<file path="src/rtl/exec_core_if.sv">
// Signal bundle between one TIS-100 execute stage, its instruction ROM and its four neighbours.
// The execute core takes the slave view; ROM and neighbours together take the master view.
interface exec_core_if;
    logic [20:0] instr;
    logic        rom_en;
    logic [3:0]  rom_op;
    logic [10:0] rom_acc;
    logic [10:0] rom_off;
    logic [43:0] in_data;
    logic [3:0]  in_valid;
    logic [3:0]  in_ready;
    logic [10:0] out_data;
    logic [3:0]  out_valid;
    logic [3:0]  out_ready;

    modport slave (
        input  instr, in_data, in_valid, out_ready,
        output rom_en, rom_op, rom_acc, rom_off, in_ready, out_data, out_valid
    );
    modport master (
        output instr, in_data, in_valid, out_ready,
        input  rom_en, rom_op, rom_acc, rom_off, in_ready, out_data, out_valid
    );
endinterface

</file>
<file path="src/rtl/exec_core.sv">
// Execute stage of a TIS-100 node: runs one instruction word against ACC/BAK and the four
// neighbour ports, then pulses rom_en with op/acc/offset so the ROM can pick the next PC.
module exec_core #(
    parameter int ACC_MAX = 999
) (
    input  logic       clk,
    input  logic       reset,
    exec_core_if.slave bus
);
    typedef enum logic [1:0] {
        ST_WAIT  = 2'd0,
        ST_EXEC  = 2'd1,
        ST_READ  = 2'd2,
        ST_WRITE = 2'd3
    } state_t;

    localparam logic [3:0] OP_MOV = 4'd1, OP_SWP = 4'd2, OP_SAV = 4'd3, OP_ADD = 4'd4,
                           OP_SUB = 4'd5, OP_NEG = 4'd6, OP_JMP = 4'd7, OP_JEZ = 4'd8,
                           OP_JNZ = 4'd9, OP_JGZ = 4'd10, OP_JLZ = 4'd11, OP_JRO = 4'd12;

    state_t             r_state;
    logic signed [10:0] r_acc, r_bak;
    logic               r_rom_en;
    logic [3:0]         r_rom_op;
    logic [10:0]        r_rom_acc, r_rom_off, r_out_data;
    logic [3:0]         r_in_ready, r_out_valid;

    logic [3:0]         w_op;
    logic [2:0]         w_src, w_dst;
    logic signed [10:0] w_imm, w_port_raw, w_local_raw, w_raw, w_src_val;
    logic signed [10:0] w_new_acc, w_new_bak, w_new_off;
    logic signed [11:0] w_acc12, w_val12;
    logic [3:0]         w_rd_xfer, w_wr_xfer;
    logic               w_reads_src, w_src_port, w_dst_port, w_retire;

    function automatic logic signed [10:0] clamp_acc(input logic signed [11:0] v);
        logic signed [11:0] lim;
        lim = 12'(ACC_MAX);
        if (v > lim)       clamp_acc = lim[10:0];
        else if (v < -lim) clamp_acc = 11'(-lim);
        else               clamp_acc = v[10:0];
    endfunction

    function automatic logic [3:0] port_mask(input logic [2:0] code);
        case (code)
            3'd2:    port_mask = 4'b0001;
            3'd3:    port_mask = 4'b0010;
            3'd4:    port_mask = 4'b0100;
            3'd5:    port_mask = 4'b1000;
            3'd6:    port_mask = 4'b1111;
            default: port_mask = 4'b0000;
        endcase
    endfunction

    // An offered port is withdrawn while a higher-priority offered port has its peer asserted,
    // so an ANY transfer can only ever complete on a single port.
    function automatic logic [3:0] prio_gate(input logic [3:0] offer, input logic [3:0] peer);
        prio_gate[0] = offer[0];
        prio_gate[1] = offer[1] & ~(offer[0] & peer[0]);
        prio_gate[2] = offer[2] & ~|(offer[1:0] & peer[1:0]);
        prio_gate[3] = offer[3] & ~|(offer[2:0] & peer[2:0]);
    endfunction

    assign w_op        = bus.instr[20:17];
    assign w_src       = bus.instr[16:14];
    assign w_dst       = bus.instr[13:11];
    assign w_imm       = bus.instr[10:0];
    assign w_reads_src = (w_op == OP_MOV) || (w_op == OP_ADD) || (w_op == OP_SUB) || (w_op == OP_JRO);
    assign w_src_port  = w_reads_src && (port_mask(w_src) != 4'b0000);
    assign w_dst_port  = (w_op == OP_MOV) && (port_mask(w_dst) != 4'b0000);

    assign bus.in_ready  = prio_gate(r_in_ready, bus.in_valid);
    assign bus.out_valid = prio_gate(r_out_valid, bus.out_ready);
    assign w_rd_xfer     = bus.in_ready & bus.in_valid;
    assign w_wr_xfer     = bus.out_valid & bus.out_ready;

    // Data of the single port that completed a read this cycle.
    always_comb begin
        if (w_rd_xfer[0])      w_port_raw = bus.in_data[10:0];
        else if (w_rd_xfer[1]) w_port_raw = bus.in_data[21:11];
        else if (w_rd_xfer[2]) w_port_raw = bus.in_data[32:22];
        else if (w_rd_xfer[3]) w_port_raw = bus.in_data[43:33];
        else                   w_port_raw = 11'sd0;
    end

    // Non-port operand: NIL and unused codes read as zero.
    always_comb begin
        case (w_src)
            3'd1:    w_local_raw = r_acc;
            3'd7:    w_local_raw = w_imm;
            default: w_local_raw = 11'sd0;
        endcase
    end

    assign w_raw     = (r_state == ST_READ) ? w_port_raw : w_local_raw;
    assign w_src_val = clamp_acc({w_raw[10], w_raw});
    assign w_acc12   = {r_acc[10], r_acc};
    assign w_val12   = {w_src_val[10], w_src_val};

    // Register values and jump offset produced by the instruction if it retires now.
    always_comb begin
        w_new_acc = r_acc;
        w_new_bak = r_bak;
        w_new_off = 11'sd0;
        case (w_op)
            OP_MOV: begin
                if (w_dst == 3'd1) w_new_acc = w_src_val;
                else               w_new_acc = r_acc;
            end
            OP_SWP: begin
                w_new_acc = r_bak;
                w_new_bak = r_acc;
            end
            OP_SAV:                                 w_new_bak = r_acc;
            OP_ADD:                                 w_new_acc = clamp_acc(w_acc12 + w_val12);
            OP_SUB:                                 w_new_acc = clamp_acc(w_acc12 - w_val12);
            OP_NEG:                                 w_new_acc = -r_acc;
            OP_JMP, OP_JEZ, OP_JNZ, OP_JGZ, OP_JLZ: w_new_off = w_imm;
            OP_JRO:                                 w_new_off = w_src_val;
            default:                                w_new_acc = r_acc;
        endcase
    end

    // Retirement condition for the current state.
    always_comb begin
        case (r_state)
            ST_EXEC:  w_retire = !w_src_port && !w_dst_port;
            ST_READ:  w_retire = (|w_rd_xfer) && !w_dst_port;
            ST_WRITE: w_retire = |w_wr_xfer;
            default:  w_retire = 1'b0;
        endcase
    end

    // Sequencer with registered handshake and ROM-feedback outputs.
    always_ff @(posedge clk or negedge reset) begin
        if (!reset) begin
            r_state     <= ST_WAIT;
            r_acc       <= 11'sd0;
            r_bak       <= 11'sd0;
            r_rom_en    <= 1'b0;
            r_rom_op    <= 4'd0;
            r_rom_acc   <= 11'd0;
            r_rom_off   <= 11'd0;
            r_in_ready  <= 4'b0000;
            r_out_valid <= 4'b0000;
            r_out_data  <= 11'd0;
        end else begin
            r_rom_en <= 1'b0;
            case (r_state)
                ST_WAIT: r_state <= ST_EXEC;
                ST_EXEC: begin
                    if (w_src_port) begin
                        r_in_ready <= port_mask(w_src);
                        r_state    <= ST_READ;
                    end else if (w_dst_port) begin
                        r_out_data  <= w_src_val;
                        r_out_valid <= port_mask(w_dst);
                        r_state     <= ST_WRITE;
                    end else begin
                        r_state <= ST_WAIT;
                    end
                end
                ST_READ: begin
                    if (|w_rd_xfer) begin
                        r_in_ready <= 4'b0000;
                        if (w_dst_port) begin
                            r_out_data  <= w_src_val;
                            r_out_valid <= port_mask(w_dst);
                            r_state     <= ST_WRITE;
                        end else begin
                            r_state <= ST_WAIT;
                        end
                    end else begin
                        r_state <= ST_READ;
                    end
                end
                ST_WRITE: begin
                    if (|w_wr_xfer) begin
                        r_out_valid <= 4'b0000;
                        r_state     <= ST_WAIT;
                    end else begin
                        r_state <= ST_WRITE;
                    end
                end
                default: r_state <= ST_WAIT;
            endcase
            if (w_retire) begin
                r_rom_en  <= 1'b1;
                r_rom_op  <= w_op;
                r_rom_acc <= w_new_acc;
                r_rom_off <= w_new_off;
                r_acc     <= w_new_acc;
                r_bak     <= w_new_bak;
            end
        end
    end

    assign bus.rom_en   = r_rom_en;
    assign bus.rom_op   = r_rom_op;
    assign bus.rom_acc  = r_rom_acc;
    assign bus.rom_off  = r_rom_off;
    assign bus.out_data = r_out_data;
endmodule

</file>
<file path="src/flat_wrapper.sv">
// flat-port wrapper written by rule: the top's interface ports become plain ports
module exec_core_flat 
#(
    parameter int ACC_MAX = 999
)
  (clk, reset, bus_instr, bus_in_data, bus_in_valid, bus_out_ready, bus_rom_en, bus_rom_op, bus_rom_acc, bus_rom_off, bus_in_ready, bus_out_data, bus_out_valid);
  exec_core_if bus_i ();
  input  logic clk;
  input  logic reset;
  input wire logic [$bits(bus_i.instr)-1:0] bus_instr;
  input wire logic [$bits(bus_i.in_data)-1:0] bus_in_data;
  input wire logic [$bits(bus_i.in_valid)-1:0] bus_in_valid;
  input wire logic [$bits(bus_i.out_ready)-1:0] bus_out_ready;
  output wire logic [$bits(bus_i.rom_en)-1:0] bus_rom_en;
  output wire logic [$bits(bus_i.rom_op)-1:0] bus_rom_op;
  output wire logic [$bits(bus_i.rom_acc)-1:0] bus_rom_acc;
  output wire logic [$bits(bus_i.rom_off)-1:0] bus_rom_off;
  output wire logic [$bits(bus_i.in_ready)-1:0] bus_in_ready;
  output wire logic [$bits(bus_i.out_data)-1:0] bus_out_data;
  output wire logic [$bits(bus_i.out_valid)-1:0] bus_out_valid;
  assign bus_i.instr = bus_instr;
  assign bus_i.in_data = bus_in_data;
  assign bus_i.in_valid = bus_in_valid;
  assign bus_i.out_ready = bus_out_ready;
  assign bus_rom_en = bus_i.rom_en;
  assign bus_rom_op = bus_i.rom_op;
  assign bus_rom_acc = bus_i.rom_acc;
  assign bus_rom_off = bus_i.rom_off;
  assign bus_in_ready = bus_i.in_ready;
  assign bus_out_data = bus_i.out_data;
  assign bus_out_valid = bus_i.out_valid;
  exec_core #(.ACC_MAX(ACC_MAX)) u_core (.clk(clk), .reset(reset), .bus(bus_i));
endmodule
</file>
<file path="config.mk">
export PLATFORM = sky130hd
export DESIGN_NAME = exec_core_flat
export DESIGN_NICKNAME = d
export VERILOG_FILES = /design/src/rtl/exec_core_if.sv /design/src/rtl/exec_core.sv /design/src/flat_wrapper.sv
export SDC_FILE = /design/constraint.sdc
export NUM_CORES = 1
export LEC_CHECK = 0
export BUFFER_PORTS_ARGS = -buffer_cell sky130_fd_sc_hd__buf_4
export CORE_MARGIN = 2
export CORE_UTILIZATION = 30
export DETAILED_ROUTE_END_ITERATION = 8
export PLACE_DENSITY_LB_ADDON = 0.2
export RECOVER_POWER = 25
export SYNTH_ARGS = -nofsm -noshare
export SYNTH_HDL_FRONTEND = slang
export SYNTH_SLANG_ARGS = --single-unit
</file>
<file path="constraint.sdc">
create_clock -name clk -period 7.44 [get_ports clk]
set_input_delay 1.116 -clock clk [delete_from_list [all_inputs] [get_ports clk]]
set_output_delay 1.116 -clock clk [all_outputs]
set_load 0.05 [all_outputs]
</file>
==> summary.txt, run 1 <==
Worst setup path
  • Req. time, crit path: 7.69 ns
  • CP peak stage delay: 0.54 ns
  • CP Data Arrival Time: 6.75 ns
  • CP top delay family: simple AND/OR/NAND/NOR gates
  • CP Buf/Inv Count: 2
  • Most common cell on crit path: ha_1
  • Slowest cell on the critical path: ha_1
  • Crit path launch: u_core.r_state[0]
  • Cells along the critical path: inv_1 -> ha_1 -> inv_1 -> nand2_1 -> o21ai_0 -> a31oi_1 -> nand4_1 -> o21bai_1 -> ha_1 -> or3_1 -> ha_1 -> fa_1 -> or2_2 -> a21oi_1 -> a41o_1 -> nor3_1 -> nor4_1 -> nor3b_1 -> o21a_1 -> a2111oi_0 -> o31ai_1
  • CP Max Fanout: 18
  • RR Startpoint: u_core.r_state[0]
  • Element type at the critical path end: flop
  • Critical path class: reg2reg
  • Launching element type of the critical path: flop

Clocking
  • Cts hold-fix bufs: 0
  • # Post-CTS Setup Buffers: 0
  • Later-pin clock latency in the skew report: 0.33 ns
  • Maximum clock path buffer count: 2
  • H-tree depth: 3
  • CTS Root Cell: clkbuf_16
  • Clk sinks: 59
  • TritonCTS clock tree: built
  • Clock transition at path regs: 0.05 ns
  • Post-CTS resize count: 0
  • Clock buffers created by TritonCTS: 9

Placement
  • Pre-CTS setup slack: 0.7275 ns
  • RePlAce Congestion: 0.9310
  • I/O Buffers: 120
  • HPWL after detailed placement: 15,310 um

Timing
  • Final Hold Violating Endpoints: 0
  • Crit path time final: 6.502 ns
  • Setup TNS Final: 0 ns
  • Max frequency: 153.8 MHz
  • Worst Tran Pin Value: 3.264 ns
  • Slew Viols, Final: 60
  • PnR worst setup slack: 0.9382 ns
  • Hold slack: 0.4896 ns
  • Max_slew headroom: -117.6%
  • RSZ-0062 raised after global routing: false
  • Clock skew: 0.008253 ns
  • Crit share post-route: 87.39%
  • Final setup vio count: 0

Final layout
  • Ant diodes: 0
  • Final Util: 38.12%
  • Commonest non-fill, non-tap cell in the layout: buf_4
  • Layout cell share with drive strength beyond 1: 22.92%
  • Area growth syn-to-layout: 25.43%
  • Final nets: 885
  • Most frequent cells in the layout: 124 x buf_4, 65 x nand2_1, 59 x dfrtp_1

Logic synthesis
  • EDFF count, synth: 0
  • Synth top area share: 27.23%
  • Largest family of logic cells by synthesized area: compound AO/OA/AOI/OAI gates
  • Register area share after synthesis: 27.23%
  • Synth area leader: dfrtp_1
  • Synth Register Bits: 59
  • Synth Flop Type: dfrtp_1
  • Mapped Avg Cell Area: 7.984 um2
  • Synth cell types: 76
  • Synth warn: 0
  • Post-Synth Adder-Cell Area: 7.893%
  • Compound-cell area share of the yosys netlist: 28.46%
  • Async S/R FF share, synth: 100.0%
  • Mux cell area share after synthesis: 4.708%
  • XOR/XNOR share of the synthesized area: 2.908%
  • Synth top area cells: dfrtp_1 27%, ha_1 7.2%, nand2_1 4.5%, o21ai_0 4.2%, mux2_2 4.2%
  • Synth Net Count: 787
  • Simple-gate area share of the yosys netlist: 23.47%
  • Syn Inst Count: 679
  • Syn Std Cell Area: 0.005421 mm2

Pwr
  • Flop pwr share: 20.2%
  • Power per cell area: 456.2 mW/mm2
  • Peak supply drop: 182.2 uV
  • Clock power frac: 14.7%
  • Int Power: 1474 uW
  • Psw: 1629 uW
  • Combinational Power Share: 65.1%
  • Sw frac: 52.50%
  • Leak Pwr: 0.003049 uW
  • Total chip power: 3103 uW

GRT
  • Pin count of the biggest net entering global routing: 60
  • First-pass GRT wire length: 31,160 um
  • Global Route Usage Sum: 20.35%
  • Grt ovf: 0
  • Vias in the first global route: 5,468
  • Antenna violations before repair: 0

Die
  • I/O Pins: 121
  • FP Rows: 49
  • DIE WIDTH: 138.4 um
  • Starting Density: 30.39%
  • Die ar.: 0.01916 mm2
  • Die Y: 138.4 um
  • Core area: 0.01784 mm2

Status
  • Violations in the final reports: max-capacitance violations, max-slew violations
  • Status: finished, violations left

Detailed routing
  • Detailed-route via count: 5,673
  • DRT iter0 DRCs: 434
  • DRC Markers: 0
  • Wirelength per Cell: 19.50 um
  • Detailed Routing Iterations Pass 1: 5
  • DRT Wirelength: 19,700 um
  • Via density per instance: 5.617
  • DRT antenna net count: 0

Run
  • Max Cap Viol: 1

Hold path
  • Hold WC Path Type: reg2reg
  • Hold Path Origin: u_core.bus.out_data[4]
[worst paths after layout]
path                                           to  slack, ns  cells after the start
setup reg to reg                  u_core.r_acc[0]       0.94                     21
min in group asynchronous       u_core.r_state[0]       1.86                      1
max in group asynchronous       u_core.bus.rom_en       3.73                      1
hold / removal             u_core.bus.out_data[4]       0.49                      2
hold reg to reg            u_core.bus.out_data[4]       0.49                      2
setup / recovery                  u_core.r_acc[0]       0.94                     21
[cells by family after synthesis]
kind of cell             Yosys count
AO/OA/AOI/OAI                    224
XOR/XNOR                          18
adder cells (fa/ha/maj)           33
buffers and inverters             69
flip-flops                        59
multiplexers                      23
AND/OR/NAND/NOR                  253
[through the flow]
stage          cell area (um2)  cells
2_1_floorplan             5421    679
3_3_place_gp              6477    995
3_5_place_dp              6477    995
4_1_cts                   6804   1010
5_1_grt                   6800   1010
6_report                  6800   1010
[layer usage]
layer  vias up  GRT usage, %  part of all wire [%]
li1       2732             -                     -
met1      2684         27.27                    44
met2       220         32.00                    45
met3        37         4.503                   7.5
met4         0         8.056                   3.4
met5         -             0                     0
[synth_stat cells (13+ instances only)]
library cell and count:
dfrtp_1 59, a21oi_1 36, nor2_1 54, mux2_2 20, nand2_1 65, inv_1 29
nand3_1 24, ha_1 31, clkbuf_1 26, nand4_1 13, nor3_1 19, a22oi_1 25
o21ai_0 46, nand2b_1 16
[layout make-up]
class	count	area, um2
well taps	229	286.5
inverters	31	116.4
fillers	1854	11040
clock buffers	11	252.7
clock inverters	4	73.82
repair buffers	125	934.6
flip-flops and latches	59	1476
multi-input cells	551	3660
[registers in the layout, summed over array words and instances (netlist names)]
name / cells
u_core.bus.out_data: 11
u_core.bus.rom_en: 1
u_core.bus.rom_off: 11
u_core.bus.rom_op: 4
u_core.r_acc: 11
u_core.r_bak: 11
u_core.r_in_ready: 4
u_core.r_out_valid: 4
u_core.r_state: 2
[power groups by stage]
stage / sequential, uW / clock (uW) / combinational, uW
floorplan: 843 / 0 / 1200
global placement: 633 / 0 / 2010
detailed placement: 631 / 0 / 2010
CTS: 626 / 466 / 2010
global route: 646 / 478 / 2210
finish: 627 / 456 / 2020
[worst reg2reg max path: stages (launching register included)]
cell	delay, ns
dfrtp_1	0.40
inv_1	0.09
ha_1	0.54
inv_1	0.26
nand2_1	0.32
o21ai_0	0.14
a31oi_1	0.41
nand4_1	0.16
o21bai_1	0.17
ha_1	0.39
or3_1	0.53
ha_1	0.26
fa_1	0.43
or2_2	0.31
a21oi_1	0.32
a41o_1	0.23
nor3_1	0.08
nor4_1	0.40
nor3b_1	0.45
o21a_1	0.20
a2111oi_0	0.06
o31ai_1	0.27
(Power assumes the default switching activity.)
==> inputs of run 2 (changes only) <==
PLACE_DENSITY_LB_ADDON = default   (was 0.2)
==> run 2 against run 1 <==
Effect of this change:
- the run still ends with max-capacitance violations, max-slew violations left
- clock power fell by 1%
- global-route usage up 0.87 points
- sequential share of layout area barely moved
- via count rose by 3.2%
- sequential cell count did not move
- clock skew increased by 0.0014 ns
- final cell count increased by 0.20%
- worst setup slack got worse by 0.25 ns
- die area unchanged
- register-to-register slack got worse by 0.25 ns
- first-iteration DRC count up 27%
- worst hold slack lost 0.013 ns
- largest power group unchanged
- highest routed layer unchanged
==> summary.txt, run 2 (synthesis results as in run 1) <==
Pwr
  • Leak Pwr: 0.003049 uW (about the same)
  • Power per cell area: 462.2 mW/mm2 (+1.3%)
  • Peak supply drop: 218.8 uV (+20%)

Detailed routing
  • DRT antenna net count: 0 (unchanged)
  • DRC Markers: 0 (unchanged)
  • Wirelength per Cell: 20.57 um (+5.5%)
  • Met1 Wirelength: 9151 um (+5.5%)
  • DRT Wirelength: 20,820 um (+5.7%)
  • Detailed Routing Iterations Pass 1: 5 (unchanged)
  • Uppermost routed layer: met4
  • Met2 wire length: 9350 um (+5.3%)
  • DRT iter0 DRCs: 553 (+27%)
  • Detailed-route via count: 5,852 (+3.2%)
  • Via density per instance: 5.783 (+3.0%)
  • Met3 Wirelength: 1733 um (+17%)

Timing
  • RSZ-0062 raised after global routing: false
  • Clock skew: 0.009639 ns (+0.001386 ns)
  • Setup TNS Final: 0 ns (unchanged)
  • Crit share post-route: 90.77% (+3.4 points)
  • PnR worst setup slack: 0.6868 ns (-0.2514 ns)
  • Final setup vio count: 0 (unchanged)
  • Max_slew headroom: -125.5% (-7.9 points)
  • Final Hold Violating Endpoints: 0 (unchanged)
  • Crit path time final: 6.753 ns (+0.2514 ns)
  • Max frequency: 148.1 MHz (-3.7%)
  • Worst Tran Pin Value: 3.383 ns (+0.1185 ns)
  • Slew Viols, Final: 60 (unchanged)

Placement
  • HPWL after detailed placement: 16,070 um (+5.0%)
  • RePlAce Congestion: 0.9676 (+3.9%)
  • Pre-CTS setup slack: 0.4532 ns (-0.2742 ns)
  • Placed Area: 0.006485 mm2 (+0.12%)
  • I/O Buffers: 120 (unchanged)

Status
  • Violations in the final reports: max-capacitance violations, max-slew violations
  • Status: finished, violations left

GRT
  • First-pass GRT wire length: 32,110 um (+3.1%)
  • Grt ovf: 0 (unchanged)
  • Pin count of the biggest net entering global routing: 60 (unchanged)
  • Antenna violations before repair: 0 (unchanged)
  • Global Route Usage Sum: 21.22% (+0.87 points)
  • Vias in the first global route: 5,535 (+1.2%)

Hold path
  • Hold Path Cell Cnt: 2 (unchanged)
  • Hold WC Path Type: reg2reg

Run
  • Max Cap Viol: 1 (unchanged)

Worst setup path
  • CP Max Fanout: 18 (unchanged)
  • Critical path class: reg2reg
  • Launching element type of the critical path: flop
  • Register-to-Register Path Depth: 20 (-4.8%)
  • Req. time, crit path: 7.68 ns (about the same)
  • Element type at the critical path end: flop
  • CP Data Arrival Time: 6.99 ns (+0.24 ns)

Clocking
  • Post-CTS resize count: 0 (unchanged)
  • Clk sinks: 59 (unchanged)
  • TritonCTS clock tree: built
  • Later-pin clock latency in the skew report: 0.34 ns (about the same)
  • Cts hold-fix bufs: 0 (unchanged)
  • Clock buffers created by TritonCTS: 9 (unchanged)
  • Clock transition at path regs: 0.05 ns (about the same)
  • H-tree depth: 3 (unchanged)
  • Maximum clock path buffer count: 2 (unchanged)
  • CTS Root Cell: clkbuf_16
  • # Post-CTS Setup Buffers: 0 (unchanged)

Final layout
  • Ant diodes: 0 (unchanged)
  • Final nets: 886 (+0.11%)
  • Area growth syn-to-layout: 25.46% (about the same)
  • Most frequent cells in the layout: 125 x buf_4, 65 x nand2_1, 59 x dfrtp_1
  • Layout cell share with drive strength beyond 1: 22.86% (-0.059 points)
  • Post-route cell area: 0.006802 mm2 (about the same)
  • Commonest non-fill, non-tap cell in the layout: buf_4

Die
  • Starting Density: 30.39% (unchanged)
  • DIE WIDTH: 138.4 um (unchanged)
  • Die Y: 138.4 um (unchanged)
  • Core area: 0.01784 mm2 (unchanged)
  • Die ar.: 0.01916 mm2 (unchanged)
  • I/O Pins: 121 (unchanged)
  • FP Rows: 49 (unchanged)
-- run 2: cell types whose count changed in the layout (fill, tap and decap cells not counted), sizes merged --
cell / previous run / this run
buf: 124 / 125
clkbuf: 12 / 13
-- run 2: area by class of cell --
class | count | area, um2
inverter | 31 | 116.4
clock buffer | 12 | 246.5
fill | 1894 | 11040
clock inverter | 4 | 73.82
multi-input combinational | 551 | 3660
sequential | 59 | 1476
timing repair buffer | 126 | 942.2
tap | 229 | 286.5
-- run 2: worst paths after layout --
path / endpoint / slack, ns / startpoint
worst max-delay path: u_core.r_acc[1] / 0.69 / u_core.r_state[0]
worst min-delay path: u_core.bus.out_data[5] / 0.48 / u_core.bus.out_data[5]
worst max register to register: u_core.r_acc[1] / 0.69 / u_core.r_state[0]
worst min register to register: u_core.bus.out_data[5] / 0.48 / u_core.bus.out_data[5]
max in group asynchronous: u_core.r_out_valid[2] / 3.62 / reset
min in group asynchronous: u_core.r_in_ready[0] / 1.91 / reset
-- run 2: stage by stage --
stage	instances	util [%]	power, uW	hold WS, ns
after floorplan	679	-	2046	0.4800
after global placement	996	36.35	2663	0.4683
after detailed placement	996	36.35	2658	0.4758
after CTS	1012	38.14	3123	0.4863
after global routing	1012	38.12	3341	0.5040
final	1012	38.12	3144	0.4768
-- run 2: layer usage --
layer	vias up	global-route usage (%)
li1	2737	-
met1	2776	29.29
met2	302	32.78
met3	37	4.538
met4	0	7.734
met5	-	0
-- run 2: worst max-delay path: stages (launching register included) --
cell and delay [ns]:
dfrtp_1 0.40, inv_1 0.09, ha_1 0.54, inv_1 0.27, nand2_1 0.34, o21ai_0 0.14, a31oi_1 0.46, nand4_1 0.17
o21bai_1 0.18, ha_1 0.41, o21ai_1 0.60, ha_1 0.52, or3b_1 0.43, a211o_1 0.30, a31oi_1 0.27, o41a_2 0.23
nand2b_1 0.22, a21boi_1 0.42, o211ai_1 0.17, and4b_1 0.27, a211oi_1 0.20
-- run 2: where the power goes --
part / switching, uW / internal [uW] / total, uW
clock network: 149 / 302 / 451
registers: 178 / 454 / 632
logic: 1350 / 711 / 2060
